[config.mk]
export PLATFORM = sky130hd
export DESIGN_NAME = mipsfpga_dma_regs
export DESIGN_NICKNAME = d
export VERILOG_FILES = /design/src/rtl/mipsfpga_dma_regs.sv
export SDC_FILE = /design/constraint.sdc
export NUM_CORES = 1
export LEC_CHECK = 0
export BUFFER_PORTS_ARGS = -buffer_cell sky130_fd_sc_hd__buf_2
export CAP_MARGIN = 5
export CORE_AREA = 2 2 122 124
export DETAILED_ROUTE_END_ITERATION = 7
export DIE_AREA = 0 0 124 126
export GPL_ROUTABILITY_DRIVEN = 0
export HOLD_SLACK_MARGIN = 0.15
export PLACE_DENSITY_LB_ADDON = 0.2
export SLEW_MARGIN = 10
export SYNTH_ARGS = -nofsm -noshare
export SYNTH_HDL_FRONTEND = slang
export SYNTH_SLANG_ARGS = --single-unit
[constraint.sdc]
create_clock -name HCLK -period 1.84 [get_ports HCLK]
set_input_delay 0.368 -clock HCLK [delete_from_list [all_inputs] [get_ports HCLK]]
set_output_delay 0.368 -clock HCLK [all_outputs]
set_load 0.02 [all_outputs]
[src/rtl/mipsfpga_dma_regs.sv]
// AHB-Lite slave holding the DMA descriptor registers and start handshake.
// The CPU fills the descriptor and sets START; the engine reads it back and pulses CLEAR_START.
module mipsfpga_dma_regs #(
  parameter int WAIT_STATES = 0,
  parameter int SIZE_MAX    = 256
) (
  input  logic        HCLK,
  input  logic        HRESET,
  input  logic        HSEL,
  input  logic [31:0] HADDR,
  input  logic [1:0]  HTRANS,
  input  logic        HWRITE,
  input  logic [2:0]  HSIZE,
  input  logic [31:0] HWDATA,
  input  logic        HREADY,
  output logic [31:0] HRDATA,
  output logic        HREADYOUT,
  output logic        HRESP,
  output logic        DMA_INTERRUPT,
  input  logic        CLEAR_START
);

  typedef enum logic [2:0] {S_IDLE, S_WAIT, S_DATA, S_ERR1, S_ERR2} state_t;

  localparam logic [2:0] WAIT_LAST = (WAIT_STATES > 0) ? 3'(WAIT_STATES - 1) : 3'd0;
  localparam logic [8:0] SIZE_SAT  = 9'(SIZE_MAX);

  state_t      state_reg, state_next;
  logic [2:0]  addr_reg, addr_next;
  logic        write_reg, write_next;
  logic [2:0]  wcnt_reg, wcnt_next;

  logic [8:0]  size_reg;
  logic [31:0] src_reg, dst_reg, keyhi_reg, keylo_reg;
  logic [1:0]  ed_reg;
  logic        start_reg, start_next;
  logic        busy_reg, busy_next;

  logic        accept, bad, commit, ctrl_wr;
  logic [31:0] rd_mux;
  logic        unused_bits;

  assign accept  = HSEL & HREADY & HTRANS[1];
  // STATUS (word 7) is read-only, so a write there is an error rather than a silent drop.
  assign bad     = (HADDR[1:0] != 2'b00) | (HSIZE != 3'b010) | (HWRITE & (HADDR[4:2] == 3'd7));
  assign commit  = (state_reg == S_DATA) & write_reg;
  assign ctrl_wr = commit & (addr_reg == 3'd6);
  assign unused_bits = ^{HADDR[31:5], HTRANS[0]};

  // Set wins over a simultaneous engine acknowledge.
  assign start_next = (ctrl_wr & HWDATA[0]) | (start_reg & ~CLEAR_START);
  assign busy_next  = CLEAR_START | (busy_reg & ~(ctrl_wr & HWDATA[1]));
  assign DMA_INTERRUPT = start_reg;

  always_comb begin
    state_next = state_reg;
    addr_next  = addr_reg;
    write_next = write_reg;
    wcnt_next  = wcnt_reg;
    HREADYOUT  = 1'b1;
    HRESP      = 1'b0;
    case (state_reg)
      S_IDLE, S_DATA: begin
        state_next = S_IDLE;
        if (accept) begin
          addr_next  = HADDR[4:2];
          write_next = HWRITE;
          wcnt_next  = 3'd0;
          if (bad)
            state_next = S_ERR1;
          else
            state_next = (WAIT_STATES > 0) ? S_WAIT : S_DATA;
        end
      end
      S_WAIT: begin
        HREADYOUT = 1'b0;
        if (wcnt_reg == WAIT_LAST)
          state_next = S_DATA;
        else
          wcnt_next = wcnt_reg + 3'd1;
      end
      S_ERR1: begin
        HREADYOUT  = 1'b0;
        HRESP      = 1'b1;
        state_next = S_ERR2;
      end
      S_ERR2: begin
        HRESP      = 1'b1;
        state_next = S_IDLE;
      end
      default: state_next = S_IDLE;
    endcase
  end

  always_comb begin
    rd_mux = 32'd0;
    case (addr_reg)
      3'd0: rd_mux = {23'd0, size_reg};
      3'd1: rd_mux = src_reg;
      3'd2: rd_mux = dst_reg;
      3'd3: rd_mux = {30'd0, ed_reg};
      3'd4: rd_mux = keyhi_reg;
      3'd5: rd_mux = keylo_reg;
      3'd6: rd_mux = {31'd0, start_reg};
      3'd7: rd_mux = {30'd0, busy_reg, start_reg};
      default: rd_mux = 32'd0;
    endcase
    HRDATA = ((state_reg == S_DATA) && !write_reg) ? rd_mux : 32'd0;
  end

  always_ff @(posedge HCLK) begin
    if (HRESET) begin
      state_reg <= S_IDLE;
      addr_reg  <= 3'd0;
      write_reg <= 1'b0;
      wcnt_reg  <= 3'd0;
      size_reg  <= 9'd0;
      src_reg   <= 32'd0;
      dst_reg   <= 32'd0;
      ed_reg    <= 2'd0;
      keyhi_reg <= 32'd0;
      keylo_reg <= 32'd0;
      start_reg <= 1'b0;
      busy_reg  <= 1'b0;
    end else begin
      state_reg <= state_next;
      addr_reg  <= addr_next;
      write_reg <= write_next;
      wcnt_reg  <= wcnt_next;
      start_reg <= start_next;
      busy_reg  <= busy_next;
      if (commit) begin
        case (addr_reg)
          3'd0: size_reg  <= (HWDATA > 32'(SIZE_MAX)) ? SIZE_SAT : HWDATA[8:0];
          3'd1: src_reg   <= HWDATA;
          3'd2: dst_reg   <= HWDATA;
          3'd3: ed_reg    <= HWDATA[1:0];
          3'd4: keyhi_reg <= HWDATA;
          3'd5: keylo_reg <= HWDATA;
          default: ;
        endcase
      end
    end
  end

endmodule

==> results of run 1 <==
==> path summary, 6_finish.rpt <==
kind / slack [ps] / cells past startpoint / from / end
worst min register to register: 450 / 2 / keyhi_reg[2] / keyhi_reg[2]
worst max-delay path: -400 / 7 / addr_reg[1] / HRDATA[20]
worst max register to register: 20 / 9 / addr_reg[1] / keyhi_reg[4]
worst min-delay path: 180 / 3 / HWRITE / write_reg
==> layer usage <==
metal  part of all wire, %  up-vias
li1                      -     3116
met1                    44     3075
met2                    49      204
met3                   6.2       23
met4                   1.6        0
met5                     0        -
==> per-stage QoR <==
step,utilization [%],setup WS [ps],TNS [ps],hold WS [ps],std cells
floorplan,-,12.8,0,429,850
global placement,52.9,-2.67,-2.67,437,1107
detailed placement,52.9,-3.07,-3.07,441,1107
CTS,59.3,-408,-11370,169,1146
global route,61.5,-447,-13220,184,1151
finish,61.5,-404,-11250,185,1151
==> repair_timing <==
action	4_1_cts	5_1_grt
pin swaps	2	25
endpoints found under the setup margin	32	61
resized for setup	68	58
gates cloned	2	3
buffers inserted	5	3
==> cells by family after synthesis <==
kind of cell    after synthesis  share of synthesized area [%]
compound gates              253                           22.2
xor+xnor                      2                          0.266
mux                           6                          0.931
simple gates                360                           24.1
flops                       151                           45.9
fa+ha+maj                     2                          0.380
buf+inv                      76                           6.19
==> critical path: cells and delay by family, from the launching register on <==
kind                   cells  cell delay (ps)
AOI/OAI and AO/OA          2              270
DFF                        1              370
buffers and inverters      4              610
and+or+nand+nor            1              190
==> cells in the final DEF (no fill, tap or decap), drive strengths merged, types with 2 or more instances in the layout <==
cell type	netlist	routed
a221oi	2	2
nor3	4	4
nor4	4	4
a21oi	173	173
or4	2	2
a2bb2oi	7	7
nor2b	16	16
clkinvlp	0	2
nand2b	4	4
nand4	9	9
clkinv	1	6
nor3b	6	6
dfxtp	151	151
nand3	3	3
and2	6	6
o2bb2ai	7	7
and4	4	4
inv	5	8
buf	40	153
clkbuf	30	19
nor4b	2	2
nand2	280	280
o21ai	10	10
nor2	16	16
a22oi	47	47
mux2i	5	5
ha	2	2
bufinv	0	5
==> synthesized netlist by cell type (2+ instances only) <==
| cell type | count |
|---|---|
| a21oi_1 | 173 |
| a221oi_1 | 2 |
| a22oi_1 | 47 |
| a2bb2oi_1 | 7 |
| and2_1 | 6 |
| and4_1 | 4 |
| buf_2 | 20 |
| buf_4 | 14 |
| buf_6 | 6 |
| clkbuf_1 | 30 |
| dfxtp_1 | 151 |
| ha_1 | 2 |
| inv_1 | 5 |
| mux2i_1 | 5 |
| nand2_1 | 280 |
| nand2b_1 | 4 |
| nand3_1 | 3 |
| nand4_1 | 9 |
| nor2_1 | 15 |
| nor2b_1 | 16 |
| nor3_1 | 4 |
| nor3b_1 | 3 |
| nor3b_4 | 2 |
| nor4_1 | 4 |
| o21ai_0 | 10 |
| o2bb2ai_1 | 7 |
| or4_1 | 2 |
==> power by group through the flow <==
stage	combinational, uW	sequential (uW)	clock (uW)
after floorplan	142	3350	0
after global placement	340	3360	0
after detailed placement	339	3360	0
after CTS	373	3280	3870
after global routing	429	3280	4010
final	406	3280	3830
==> layout make-up <==
cell class | count | area (sq um) | area share [%]
clock buffers | 17 | 425 | 4.83
clock inverters | 15 | 224 | 2.54
inverters | 6 | 22.5 | 0.256
multi-input cells | 623 | 3500 | 39.8
flip-flops and latches | 151 | 3030 | 34.5
well taps | 184 | 230 | 2.62
repair buffers | 155 | 1370 | 15.5
==> impl_metrics.json, run 1 <==
{
  "die_area_sq_um": 15600,
  "synth_area_leaders": "dfxtp_1, nand2_1, a21oi_1, a22oi_1, clkbuf_1",
  "worst_pin_slew_ps": 579,
  "drv_slew": 0,
  "seq_area_frac_synth_pct": 45.9,
  "cts_tree": "done",
  "yosys_most_used_dff": "dfxtp_1",
  "syn-num-nets": 927,
  "num_rows": 44,
  "path_max_fanout": 6,
  "core_sq_um": 14300,
  "yosysTopAreaCell": "dfxtp_1",
  "status": "finished with violations",
  "drive_gt1_share_pct": 27.3,
  "hold_buffers": 0,
  "hp-class": "in2reg",
  "setup_violations": 32,
  "first_pass_iters": 5,
  "cts_buffers": 17,
  "clock_path_buffers": 2,
  "worstPathArrival_ps": 1880,
  "drt_iter0_drc": 451,
  "slew-limit-headroom_pct": 61.4,
  "end_kind": "primary output",
  "routed_via_density": 5.58,
  "yosys_warnings": 0,
  "synth_seq_cells": 151,
  "period_needed_ps": 2240,
  "drv_cap": 0,
  "n_antenna_cell": 0,
  "required_ps": 1470,
  "ir_drop_uv": 846,
  "cts_root_buf": "clkbuf_16",
  "gr-total-overflow": 0,
  "fp.dieH_microns": 126,
  "htree_num_levels": 4,
  "gr-usage-met3_pct": 5.16,
  "cp_common_cell": "buf_6",
  "fill_cells": 1294,
  "path_clk_slew_ps": 60,
  "finClkSkew_ps": 9.40,
  "hold_violations": 0,
  "initial_utilization_pct": 46.0,
  "p_clk_share_pct": 50.9,
  "synth_edf_count": 0,
  "die_width_microns": 124,
  "place_area_sq_um": 7580,
  "switching_share_pct": 22.2,
  "first_global_vias": 5844,
  "synth_top_area_share_pct": 45.9,
  "use_met2_pct": 41.0,
  "startpoint_type": "flop",
  "p_int_uw": 5850,
  "max_stage_delay_ps": 370,
  "io_buffers": 81,
  "async_flop_share_pct": 0,
  "finalInstanceArea_sq_um": 8800,
  "grtUsageTotal_pct": 25.2,
  "violations": "negative setup slack",
  "syn_to_final_growth_pct": 33.6,
  "seq_power_share_pct": 43.7,
  "syn_area_sq_um": 6590,
  "wirelength_microns": 20000,
  "antenna_found_initial": 0,
  "fmax_mhz": 446,
  "dp_hpwl_microns": 12000,
  "use_met1_pct": 33.7,
  "num-nets-final": 1031,
  "drc_errors": 0,
  "timing.final.crit_share_pct": 122,
  "clkSinkCount": 151,
  "p_total_uw": 7520,
  "syn_area_per_cell_sq_um": 7.75,
  "io_pins": 110,
  "drtAntennaViolNets": 0,
  "grt_max_degree": 46,
  "wl_per_cell_microns": 17.4,
  "grt-busiest-layer": "met2",
  "grt_pass1_wl_microns": 30400,
  "leakage_uw": 0.00298,
  "crit_type": "reg2out",
  "clkLatencyLatePin_ps": 430,
  "vias": 6418,
  "setup_slack_ps": -404,
  "syn-instance-count": 850,
  "combPwrFrac_pct": 5.4,
  "ys_types": 46,
  "power.net_switching_uw": 1670,
  "powerDensity_nw_per_um2": 854,
  "crit_slowest_cell": "dfxtp_4",
  "rsz0062_at_grt": "yes",
  "crit_chain": "buf_6 -> nor3b_4 -> buf_6 -> clkbuf_16 -> a22oi_2 -> a21oi_4 -> buf_6"
}
(Power assumes the default switching activity.)
==> inputs of run 2 (changes only) <==
--- a/config.mk
+++ b/config.mk
@@ -13,6 +13,7 @@
 export GPL_ROUTABILITY_DRIVEN = 0
 export HOLD_SLACK_MARGIN = 0.15
 export PLACE_DENSITY_LB_ADDON = 0.2
+export RECOVER_POWER = 50
 export SLEW_MARGIN = 10
 export SYNTH_ARGS = -nofsm -noshare
 export SYNTH_HDL_FRONTEND = slang
==> impl_metrics.json, run 2 (synthesis results as in run 1) <==
{
  "status": "finished with violations",
  "violations": "negative setup slack",
  "required_ps": 1470,
  "path_clk_slew_ps": 70,
  "holdPathStages": 3,
  "r2r-start": "state_reg[2]",
  "fmax_mhz": 446,
  "cts_tree": "done",
  "grt_max_degree": 46,
  "num-nets-final": 1031,
  "clkLatencyLatePin_ps": 430,
  "finClkSkew_ps": 9.95,
  "end_kind": "primary output",
  "switching_share_pct": 22.3,
  "rsz0062_at_grt": "yes",
  "p_total_uw": 7520,
  "io_pins": 110,
  "register_area_sq_um": 3030,
  "ir_drop_uv": 845,
  "leakage_uw": 0.00296,
  "clkSinkCount": 151,
  "dp_hpwl_microns": 12000,
  "p_int_uw": 5840,
  "cts_root_buf": "clkbuf_16",
  "mostFrequentLayoutCells": "nand2_1, dfxtp_1, a21oi_1",
  "num_rows": 44,
  "path_max_fanout": 6,
  "hold_buffers": 0,
  "startpoint_type": "flop",
  "gr-total-overflow": 0,
  "io_buffers": 81,
  "powerDensity_nw_per_um2": 858,
  "first_pass_iters": 6,
  "drive_gt1_share_pct": 27.0,
  "hp-class": "in2reg",
  "fp.dieH_microns": 126,
  "fill_cells": 1299,
  "dp.cells": 1107,
  "antenna_found_initial": 0,
  "vias": 6426,
  "setup_violations": 32,
  "seq_power_share_pct": 43.6,
  "period_needed_ps": 2240,
  "die_area_sq_um": 15600,
  "htree_num_levels": 4,
  "drt_iter0_drc": 467,
  "slew-limit-headroom_pct": 61.6,
  "drv_slew": 0,
  "final_cells": 1151,
  "timing.final.crit_share_pct": 122,
  "whs_endpoint": "write_reg",
  "drtAntennaViolNets": 0,
  "drc_errors": 0,
  "multi_input_area_sq_um": 3500,
  "reg2reg_slack_ps": 0,
  "core_sq_um": 14300,
  "crit_slowest_cell": "dfxtp_4",
  "initial_utilization_pct": 46.0,
  "wirelength_microns": 20000,
  "hold_violations": 0,
  "rr_worst_depth": 7,
  "routed_via_density": 5.58,
  "rr_endpoint": "src_reg[17]",
  "power.net_switching_uw": 1680,
  "p_clk_share_pct": 51.0,
  "hp-start": "HWRITE",
  "syn_to_final_growth_pct": 33.1,
  "worst_pin_slew_ps": 575,
  "drv_cap": 0,
  "grtUsageTotal_pct": 25.2,
  "crit_type": "reg2out",
  "crit_chain": "buf_6 -> nor3b_4 -> buf_6 -> clkbuf_16 -> a22oi_2 -> a21oi_4 -> buf_6",
  "final_common_cell": "nand2_1",
  "wl_per_cell_microns": 17.4,
  "combPwrFrac_pct": 5.4,
  "first_global_vias": 5844,
  "n_antenna_cell": 0,
  "setup_slack_ps": -401,
  "cp_common_cell": "buf_6",
  "clock_path_buffers": 2,
  "worstPathArrival_ps": 1870,
  "die_width_microns": 124,
  "cts_buffers": 17,
  "max_stage_delay_ps": 370,
  "grt_pass1_wl_microns": 30400
}
run 2: critical path, delay by kind of cell, from the launching register on:
family	cells	cell delay [ps]
and+or+nand+nor	1	190
AOI/OAI and AO/OA	2	270
buffers and inverters	4	600
DFF	1	370
run 2: timing repair:
action / in CTS / in global routing
buffers inserted: 5 / 3
pin swaps: 2 / 25
hold endpoints to repair: 0 / 0
cloned: 2 / 3
gates resized for setup: 68 / 58
endpoints found under the setup margin: 32 / 61
run 2: area by class of cell:
class	count	area share, %
inverter	6	0.257
clock inverter	15	2.55
sequential	151	34.6
timing repair buffer	155	15.2
clock buffer	17	4.85
multi-input combinational	623	39.9
tap	184	2.63
run 2: per-layer routing:
layer,global-route usage [%],part of all wire (%)
met1,33.7,44
met2,41.0,48
met5,0,0
met4,7.67,1.8
met3,5.16,6.3
run 2: how the worst max path moves through the flow:
stage                     slack, ps        start          to  cells past startpoint
after CTS                      -410  addr_reg[0]  HRDATA[31]                      7
after global routing           -450  addr_reg[1]  HRDATA[28]                      7
final                          -400  addr_reg[1]  HRDATA[20]                      7
after floorplan                  10  addr_reg[0]  HRDATA[11]                      5
after detailed placement         -3  addr_reg[1]   HRDATA[5]                      7
after global placement           -3  addr_reg[1]   HRDATA[5]                      7
run 2: power by group through the flow:
| stage | clock, uW | sequential, uW | combinational, uW |
|---|---|---|---|
| floorplan | 0 | 3350 | 142 |
| global placement | 0 | 3360 | 340 |
| detailed placement | 0 | 3360 | 339 |
| CTS | 3870 | 3280 | 373 |
| global route | 4010 | 3280 | 428 |
| finish | 3840 | 3280 | 404 |
run 2: through the flow:
step	hold WS [ps]	TNS [ps]	area (sq um)	utilization, %	setup WS, ps
5_1_grt	184	-18660	8770	61.3	-447
6_report	181	-11250	8770	61.3	-401
4_1_cts	169	-11370	8490	59.3	-408
2_1_floorplan	429	0	6670	-	12.8
3_3_place_gp	437	-2.67	7580	52.9	-2.67
3_5_place_dp	441	-3.07	7580	52.9	-3.07
==> inputs of run 3 (changes only) <==
--- a/config.mk
+++ b/config.mk
@@ -7,14 +7,15 @@
 export LEC_CHECK = 0
 export BUFFER_PORTS_ARGS = -buffer_cell sky130_fd_sc_hd__buf_2
 export CAP_MARGIN = 5
-export CORE_AREA = 2 2 122 124
+export CORE_AREA = 2 2 129 131
 export DETAILED_ROUTE_END_ITERATION = 7
-export DIE_AREA = 0 0 124 126
+export DIE_AREA = 0 0 131 133
 export GPL_ROUTABILITY_DRIVEN = 0
+export GPL_TIMING_DRIVEN = 0
 export HOLD_SLACK_MARGIN = 0.15
 export PLACE_DENSITY_LB_ADDON = 0.2
 export RECOVER_POWER = 50
-export SLEW_MARGIN = 10
+export SLEW_MARGIN = 25
 export SYNTH_ARGS = -nofsm -noshare
 export SYNTH_HDL_FRONTEND = slang
 export SYNTH_SLANG_ARGS = --single-unit
==> impl_metrics.json, run 3 (synthesis results as in run 1) <==
{
  "setup_violations": 108,
  "cts_buffers": 17,
  "clkSinkCount": 151,
  "io_pins": 110,
  "status": "finished with violations",
  "drt_iter0_drc": 545,
  "ir_drop_uv": 657,
  "initial_utilization_pct": 40.7,
  "cts_root_buf": "clkbuf_16",
  "final_cells": 1207,
  "dp.cells": 1150,
  "hp-class": "in2reg",
  "timing.final.crit_share_pct": 124,
  "crit_chain": "buf_6 -> nor3b_4 -> buf_6 -> clkbuf_16 -> a22oi_2 -> a21oi_2 -> buf_6",
  "crit_type": "reg2out",
  "core_sq_um": 16200,
  "fin_tns_setup_ps": -15080,
  "p_total_uw": 7360,
  "hold_violations": 0,
  "die_width_microns": 131,
  "use_met2_pct": 39.8,
  "holdWs_ps": 192,
  "place_area_sq_um": 7340,
  "cp_common_cell": "buf_6",
  "num-nets-final": 1051,
  "violations": "negative setup slack",
  "n_antenna_cell": 0,
  "path_max_fanout": 5,
  "max_stage_delay_ps": 350,
  "path_clk_slew_ps": 60,
  "period_needed_ps": 2280,
  "wirelength_microns": 21600,
  "grt_pass1_wl_microns": 33200,
  "wl_per_cell_microns": 17.9,
  "finalInstanceArea_sq_um": 8870,
  "antenna_found_initial": 0,
  "rsz0062_at_grt": "yes",
  "grt_max_degree": 17,
  "drc_errors": 0,
  "mostFrequentLayoutCells": "nand2_1, a21oi_1, dfxtp_1",
  "register_area_sq_um": 3030,
  "cts_tree": "done",
  "hold_buffers": 0,
  "first_pass_iters": 5,
  "end_kind": "primary output",
  "final_common_cell": "nand2_1",
  "startpoint_type": "flop",
  "gr-total-overflow": 0,
  "htree_num_levels": 4,
  "fp.dieH_microns": 133,
  "worstPathArrival_ps": 1910,
  "first_global_vias": 6096,
  "dp_hpwl_microns": 13600,
  "gr-usage-met3_pct": 5.05,
  "use_met1_pct": 33.8,
  "drv_slew": 0,
  "required_ps": 1470,
  "finClkSkew_ps": 13.9,
  "die_area_sq_um": 17400,
  "leakage_uw": 0.00298,
  "setup_slack_ps": -436,
  "io_buffers": 80,
  "grtUsageTotal_pct": 24.9,
  "num_rows": 47,
  "clkLatencyLatePin_ps": 440,
  "drv_cap": 0,
  "powerDensity_nw_per_um2": 831,
  "fmax_mhz": 439,
  "drtAntennaViolNets": 0,
  "multi_input_area_sq_um": 3510,
  "grt-busiest-layer": "met2",
  "drive_gt1_share_pct": 26.8,
  "worst_pin_slew_ps": 687,
  "slew-limit-headroom_pct": 54.2,
  "fill_cells": 1521,
  "syn_to_final_growth_pct": 34.6,
  "clock_path_buffers": 2,
  "vias": 6555,
  "crit_slowest_cell": "dfxtp_2",
  "routed_via_density": 5.43
}
run 3: path summary, 6_finish.rpt:
path	startpoint	end	slack [ps]	depth (start not counted)
setup / recovery	addr_reg[2]	HRDATA[28]	-440	7
hold / removal	HADDR[3]	addr_reg[1]	190	3
setup reg to reg	state_reg[2]	keylo_reg[16]	-120	7
hold reg to reg	keyhi_reg[3]	keyhi_reg[3]	450	2
run 3: critical path: cells and delay by family (launching register included):
family                 cells  cell delay, ps
buffers and inverters      4             600
DFF                        1             350
AOI/OAI and AO/OA          2             270
and+or+nand+nor            1             260
run 3: per-stage QoR:
stage          utilization (%)  worst slack [ps]
6_report                  54.8              -436
5_1_grt                   54.8              -478
4_1_cts                   53.1              -404
3_5_place_dp              45.4              -555
3_3_place_gp              45.4              -537
2_1_floorplan                -              12.8
run 3: power breakdown:
| group | internal, uW | switching (uW) |
|---|---|---|
| sequential | 3280 | 7.35 |
| combinational | 153 | 269 |
| clock | 2290 | 1370 |
| total | 5710 | 1650 |
run 3: timing repair:
| item | 4_1_cts | 5_1_grt |
|---|---|---|
| cloned | 3 | 4 |
| gates resized for setup | 131 | 62 |
| pin swaps | 10 | 12 |
| setup buffers | 17 | 2 |
| setup endpoints to repair | 32 | 78 |
run 3: cell type report:
type	count	share of cell area, %
Multi-Input combinational cell	623	39.6
Timing Repair Buffer	106	9.26
Sequential cell	151	34.2
Clock inverter	6	0.945
Inverter	6	0.268
Buffer	69	6.56
Clock buffer	26	6.08
Tap cell	220	3.10
run 3: metal layers:
| layer | part of all wire, % | vias to the layer above |
|---|---|---|
| li1 | - | 3157 |
| met1 | 44 | 3139 |
| met2 | 48 | 233 |
| met3 | 6.5 | 26 |
| met4 | 1.2 | 0 |
| met5 | 0 | - |
